File: src/rtl/crc_serial_engine.sv
// Parametrised serial CRC/LFSR engine: absorbs one frame bit per clock, then
// either shifts the CRC out LSB first (generate) or compares it against DATA (check).
module crc_serial_engine #(
  parameter int               WIDTH = 8,
  parameter logic [WIDTH-1:0] TAP   = 8'h44,
  parameter logic [WIDTH-1:0] SEED  = 8'hD8
) (
  input  logic       CLK,
  input  logic       RST,
  input  logic       DATA,
  input  logic       Active,
  input  logic       Check_En,
  output logic       CRC,
  output logic       Valid,
  output logic       Busy,
  output logic       Done,
  output logic       Err,
  output logic [1:0] dbg_state_o
);

  localparam int CW = $clog2(WIDTH + 1);
  localparam logic [CW-1:0] CNT_LAST = CW'(WIDTH);

  typedef enum logic [1:0] {
    S_IDLE  = 2'd0,
    S_CALC  = 2'd1,
    S_SHIFT = 2'd2,
    S_CHECK = 2'd3
  } state_t;

  state_t          state_q, state_d;
  logic [WIDTH-1:0] lfsr_q, lfsr_d;
  logic [CW-1:0]   cnt_q, cnt_d;
  logic            mode_q, mode_d;
  logic            crc_q, crc_d;
  logic            valid_q, valid_d;
  logic            busy_q, busy_d;
  logic            done_q, done_d;
  logic            err_q, err_d;
  logic            mis_q, mis_d;

  logic             fb;
  logic [WIDTH-1:0] lfsr_upd;
  logic [WIDTH-1:0] lfsr_shr;

  // MSB always takes the feedback, so TAP[WIDTH-1] never participates.
  assign fb       = lfsr_q[0] ^ DATA;
  assign lfsr_upd = {fb, lfsr_q[WIDTH-1:1] ^ (TAP[WIDTH-2:0] & {(WIDTH-1){fb}})};
  assign lfsr_shr = {1'b0, lfsr_q[WIDTH-1:1]};

  always_comb begin
    state_d = state_q;
    lfsr_d  = lfsr_q;
    cnt_d   = cnt_q;
    mode_d  = mode_q;
    crc_d   = crc_q;
    valid_d = valid_q;
    done_d  = 1'b0;
    err_d   = err_q;
    mis_d   = mis_q;

    case (state_q)
      S_IDLE: begin
        if (Active) begin
          lfsr_d  = lfsr_upd;
          mode_d  = Check_En;
          err_d   = 1'b0;
          mis_d   = 1'b0;
          state_d = S_CALC;
        end
      end
      S_CALC: begin
        if (Active) begin
          lfsr_d = lfsr_upd;
        end else if (!mode_q) begin
          crc_d   = lfsr_q[0];
          lfsr_d  = lfsr_shr;
          valid_d = 1'b1;
          cnt_d   = CW'(1);
          state_d = S_SHIFT;
        end else begin
          mis_d   = DATA ^ lfsr_q[0];
          lfsr_d  = lfsr_shr;
          cnt_d   = CW'(1);
          state_d = S_CHECK;
        end
      end
      S_SHIFT: begin
        if (cnt_q == CNT_LAST) begin
          crc_d   = 1'b0;
          valid_d = 1'b0;
          done_d  = 1'b1;
          lfsr_d  = SEED;
          cnt_d   = '0;
          state_d = S_IDLE;
        end else begin
          crc_d  = lfsr_q[0];
          lfsr_d = lfsr_shr;
          cnt_d  = cnt_q + CW'(1);
        end
      end
      S_CHECK: begin
        if (cnt_q == CNT_LAST) begin
          err_d   = mis_q;
          done_d  = 1'b1;
          lfsr_d  = SEED;
          cnt_d   = '0;
          state_d = S_IDLE;
        end else begin
          mis_d  = mis_q | (DATA ^ lfsr_q[0]);
          lfsr_d = lfsr_shr;
          cnt_d  = cnt_q + CW'(1);
        end
      end
      default: state_d = S_IDLE;
    endcase

    // Busy is registered from the next state so it lines up with the state flop.
    busy_d = (state_d != S_IDLE);
  end

  always_ff @(posedge CLK or negedge RST) begin
    if (!RST) begin
      state_q <= S_IDLE;
      lfsr_q  <= SEED;
      cnt_q   <= '0;
      mode_q  <= 1'b0;
      crc_q   <= 1'b0;
      valid_q <= 1'b0;
      busy_q  <= 1'b0;
      done_q  <= 1'b0;
      err_q   <= 1'b0;
      mis_q   <= 1'b0;
    end else begin
      state_q <= state_d;
      lfsr_q  <= lfsr_d;
      cnt_q   <= cnt_d;
      mode_q  <= mode_d;
      crc_q   <= crc_d;
      valid_q <= valid_d;
      busy_q  <= busy_d;
      done_q  <= done_d;
      err_q   <= err_d;
      mis_q   <= mis_d;
    end
  end

  assign CRC         = crc_q;
  assign Valid       = valid_q;
  assign Busy        = busy_q;
  assign Done        = done_q;
  assign Err         = err_q;
  assign dbg_state_o = state_q;

endmodule

File: config.mk
export PLATFORM = sky130hd
export DESIGN_NAME = crc_serial_engine
export DESIGN_NICKNAME = d
export VERILOG_FILES = /design/src/rtl/crc_serial_engine.sv
export SDC_FILE = /design/constraint.sdc
export NUM_CORES = 1
export LEC_CHECK = 0
export CORE_UTILIZATION = 54
export CTS_CLUSTER_DIAMETER = 50
export DETAILED_ROUTE_END_ITERATION = 8
export PLACE_DENSITY = 0.8
export SLEW_MARGIN = 20
export SYNTH_ARGS = -nofsm -noshare
export SYNTH_HDL_FRONTEND = slang
export SYNTH_SLANG_ARGS = --single-unit
File: constraint.sdc
create_clock -name CLK -period 1.8 [get_ports CLK]
set_input_delay 0.54 -clock CLK [delete_from_list [all_inputs] [get_ports CLK]]
set_output_delay 0.54 -clock CLK [all_outputs]
set_load 0.01 [all_outputs]
==> out/summary.md <==
The floorplan step defined a die boundary enclosing 2250 um^2. The smallest clock period supported by the final layout is computed as 1.73 ns. Yosys printed 0 warnings. The number of optimization iterations in the first detailed-route pass was 4; the count of buffers added by post-CTS timing repair for setup was 0. Tracing the worst setup path back leads to its startpoint at dbg_state_o[0]. For the final routed database, the setup TNS stands at 0 ns. From bottom edge to top edge, the die measures 47.4 um.

After global routing the overflow that remains totals 0. The library cell used most frequently in the layout, excluding fill and tap cells, is sky130_fd_sc_hd__dfrtp_1. Walking the worst path, the cells encountered are clkdlybuf4s50_1. The worst hold path begins at Valid. TritonCTS built the clock tree. The wire-length estimate of the detail-placed layout is 1440 um.

The buffer and inverter count on the worst path came out at 1. The largest net degree at the start of global routing is 29, and the total number of placement rows is 16. For this design the ratio of total power to cell area is 1780 nW/um^2. During I/O placement, the number of pins put on the boundary was 12. The slew at the pin closest to its max-slew limit works out to 0.295 ns.

The register area share after synthesis came out at 47.6%. On the critical path, the stage with the largest delay is an instance of sky130_fd_sc_hd__clkdlybuf4s50_1. After detailed routing, the number of vias per cell comes to 5.58.

For the count of distinct cell types in the synthesized netlist, the log shows 39. Count of mapped cells out of synthesis: 103. The largest single stage delay on the critical path is 0.53 ns. The async set or reset register ratio after synthesis is 100%.

The min-delay analysis places its worst path in the category reg2reg. Of all nets on the critical path, the largest fanout is 2. The first global-routing pass estimated 3210 um of wire. In the post-synthesis netlist, the biggest area contributors are sky130_fd_sc_hd__dfrtp_1, sky130_fd_sc_hd__dfstp_2, sky130_fd_sc_hd__mux2i_1, sky130_fd_sc_hd__nand2b_1, sky130_fd_sc_hd__a21oi_1.

The count of input and output buffers was 11; the final instance area was 1330 um^2. Max-cap violations in this run came to 0. For the headroom to the max-slew limit, the log shows 80.3%. The run gives 0 as the number of hold buffers added after cts.

Hold timing on the final database bottoms out at a slack of 0.529 ns. Static timing analysis puts the maximum clock frequency at 578 MHz. The tools report the number of gates given a new drive strength after cts as 0. The final-layout fill cell count came out at 149.

The number of failing setup endpoints in the final timing report was 0; the post-route fraction of the period consumed by the critical path was 96.1%. From synthesis to final layout, the design area changed by 19.3%. The logs give 0.742 for the global placer's final weighted congestion and 0.602 nW for the static leakage. The setup path with the least slack is of type reg2out. The run gives 21.0% as the overall fraction of global-route tracks in use.

The placed instances occupy a cell area of 1290 um^2. The max-slew violation count is 0, and the area of the mapped netlist is 1110 um^2. Of the cells placed in the final design, the portion with a size suffix greater than 1 is 19.8%.

The logs give 0.26 ns for the flop-to-flop setup slack and 733 for the number of global-route vias before repair. The logs give 1.19 ns for the endpoint arrival time on the critical path and 0 for the initial antenna violation count. The run gives 3 as the number of buffers inserted during clock tree synthesis. The number of DRC violations after detailed routing came out at 0. The flow ran to the end, and the final reports show no timing, DRC or antenna violations.

Clock latency on the worst-skew pair: 0.30 ns. In this run the clock root is driven by a sky130_fd_sc_hd__clkbuf_4. The tools report the kind of launch point of the worst setup path as a register. The run gives 21 as the total number of clock tree sinks. The clock passes through at most 2 buffers.

On the final layout, the worst clock skew is 0.00199 ns. The endpoint identified for the worst register-to-register timing path is lfsr_q[1]. The tools report the hold violation count in the final report as 0. The run gives 7 as the violation count after the first detailed-routing iteration.

The top cell types in the final layout, fill and taps aside, are sky130_fd_sc_hd__dfrtp_1, sky130_fd_sc_hd__mux2i_1, sky130_fd_sc_hd__buf_4. The H-tree depth came out at 1. Setup repair after global routing left no endpoint under its margin.

The most used flip-flop cell after synthesis was sky130_fd_sc_hd__dfrtp_1. The final layout contains 129 nets. The top-area cell type share of the netlist area was 38.2%; the antenna diode instance count was 0. The hold-critical path depth works out to 2. The clock input transition at the sequential cells of the worst setup and hold paths is 0.11 ns. The number of flip-flops and latches in the synthesized netlist is 21, and the wire length per cell is 13.4 um. Data on the critical path is required at its endpoint by 1.26 ns.

The logs give 2.37 mW for the power after layout and 57.4% for the initial core utilization. The family with the most delay on the worst path is buffers and inverters. For the worst flop-to-flop path, the logic depth is 5. IR analysis of the VDD net gives a maximum drop of 0.00103 V. The startpoint identified for the worst register-to-register timing path is cnt_q[0]. The tools report the critical path capture point type as an output port. For the via count of the routed design, the log shows 826.

Wire length after detailed routing: 1980 um. The count of nets left with antenna violations once routing finished came out at 0. The number of nets handed over by synthesis was 110.

sky130_fd_sc_hd__dfrtp_1 takes more of the synthesized area than any other cell. A synthesized cell averages 10.8 um^2. The die is 47.4 um wide. The core region is 1940 um^2. The synthesized design contains 0 enable-type register cells.

The worst hold path terminates at Valid.
==> Yosys cell counts, types with 2 or more instances <==
cell and number:
sky130_fd_sc_hd__nand2b_1 6, sky130_fd_sc_hd__buf_2 3, sky130_fd_sc_hd__o2bb2ai_1 3, sky130_fd_sc_hd__nor2b_1 2
sky130_fd_sc_hd__dfstp_2 4, sky130_fd_sc_hd__mux2i_1 9, sky130_fd_sc_hd__o21ai_0 6, sky130_fd_sc_hd__dfrtp_1 17
sky130_fd_sc_hd__inv_1 6, sky130_fd_sc_hd__mux2_2 3, sky130_fd_sc_hd__nand2_1 5, sky130_fd_sc_hd__ha_1 2
sky130_fd_sc_hd__o22a_1 2, sky130_fd_sc_hd__nor2_1 4, sky130_fd_sc_hd__a21oi_1 7
==> logic make-up after synthesis <==
logic type | share of synthesized area (%)
AO/OA/AOI/OAI | 17.4
AND/OR/NAND/NOR | 15.0
flip-flops | 47.6
multiplexers | 11.1
buffers and inverters | 4.38
XOR/XNOR | 2.25
adder cells (fa/ha/maj) | 2.24
==> metal layers <==
layer	global-route usage, %	share of wire [%]	routed length (um)	vias up
li1	-	-	-	408
met1	27.0	47	923	402
met2	32.9	49	965	14
met3	7.92	4.1	81	2
met4	6.86	0.61	12	0
met5	0	0	0	-
==> state kept, by name, indices dropped and copies added, names as in the netlist <==
register and flops:
Done 1, mis_q 1, lfsr_q 8, mode_q 1, Busy 1, Valid 1
CRC 1, Err 1, cnt_q 4, dbg_state_o 2
==> final cells by class <==
class	instances	area, um^2	area share, %
Multi-Input combinational cell	71	536	40.3
Sequential cell	21	531	39.9
Timing Repair Buffer	19	180	13.5
Tap cell	27	33.8	2.54
Clock buffer	3	22.5	1.69
Inverter	6	22.5	1.69
Clock inverter	1	5.00	0.376
==> stage by stage <==
| stage | worst slack (ns) | utilization, % | std cells |
|---|---|---|---|
| global placement | -0.0849 | 66.6 | 144 |
| detailed placement | -0.0985 | 66.6 | 144 |
| floorplan | 0.279 | - | 103 |
| CTS | 0.00236 | 68.0 | 148 |
| global route | 0.00785 | 68.5 | 148 |
| finish | 0.0701 | 68.5 | 148 |
==> worst max path at each step <==
| stage | endpoint | slack [ns] | depth (start not counted) |
|---|---|---|---|
| 3_3_place_gp | CRC | -0.08 | 4 |
| 5_1_grt | dbg_state_o[0] | 0.008 | 1 |
| 4_1_cts | Err | 0.002 | 1 |
| 3_5_place_dp | lfsr_q[4] | -0.1 | 4 |
| 2_1_floorplan | lfsr_q[3] | 0.28 | 4 |
| 6_report | dbg_state_o[0] | 0.07 | 1 |
==> report_power, final <==
| group | internal (mW) | switching (mW) | total [mW] | leakage [nW] |
|---|---|---|---|---|
| clock | 0.0830 | 0.141 | 0.224 | 0.0177 |
| sequential | 0.740 | 0.185 | 0.925 | 0.245 |
| combinational | 0.622 | 0.601 | 1.22 | 0.339 |
Power figures use the tool's default switching activity.
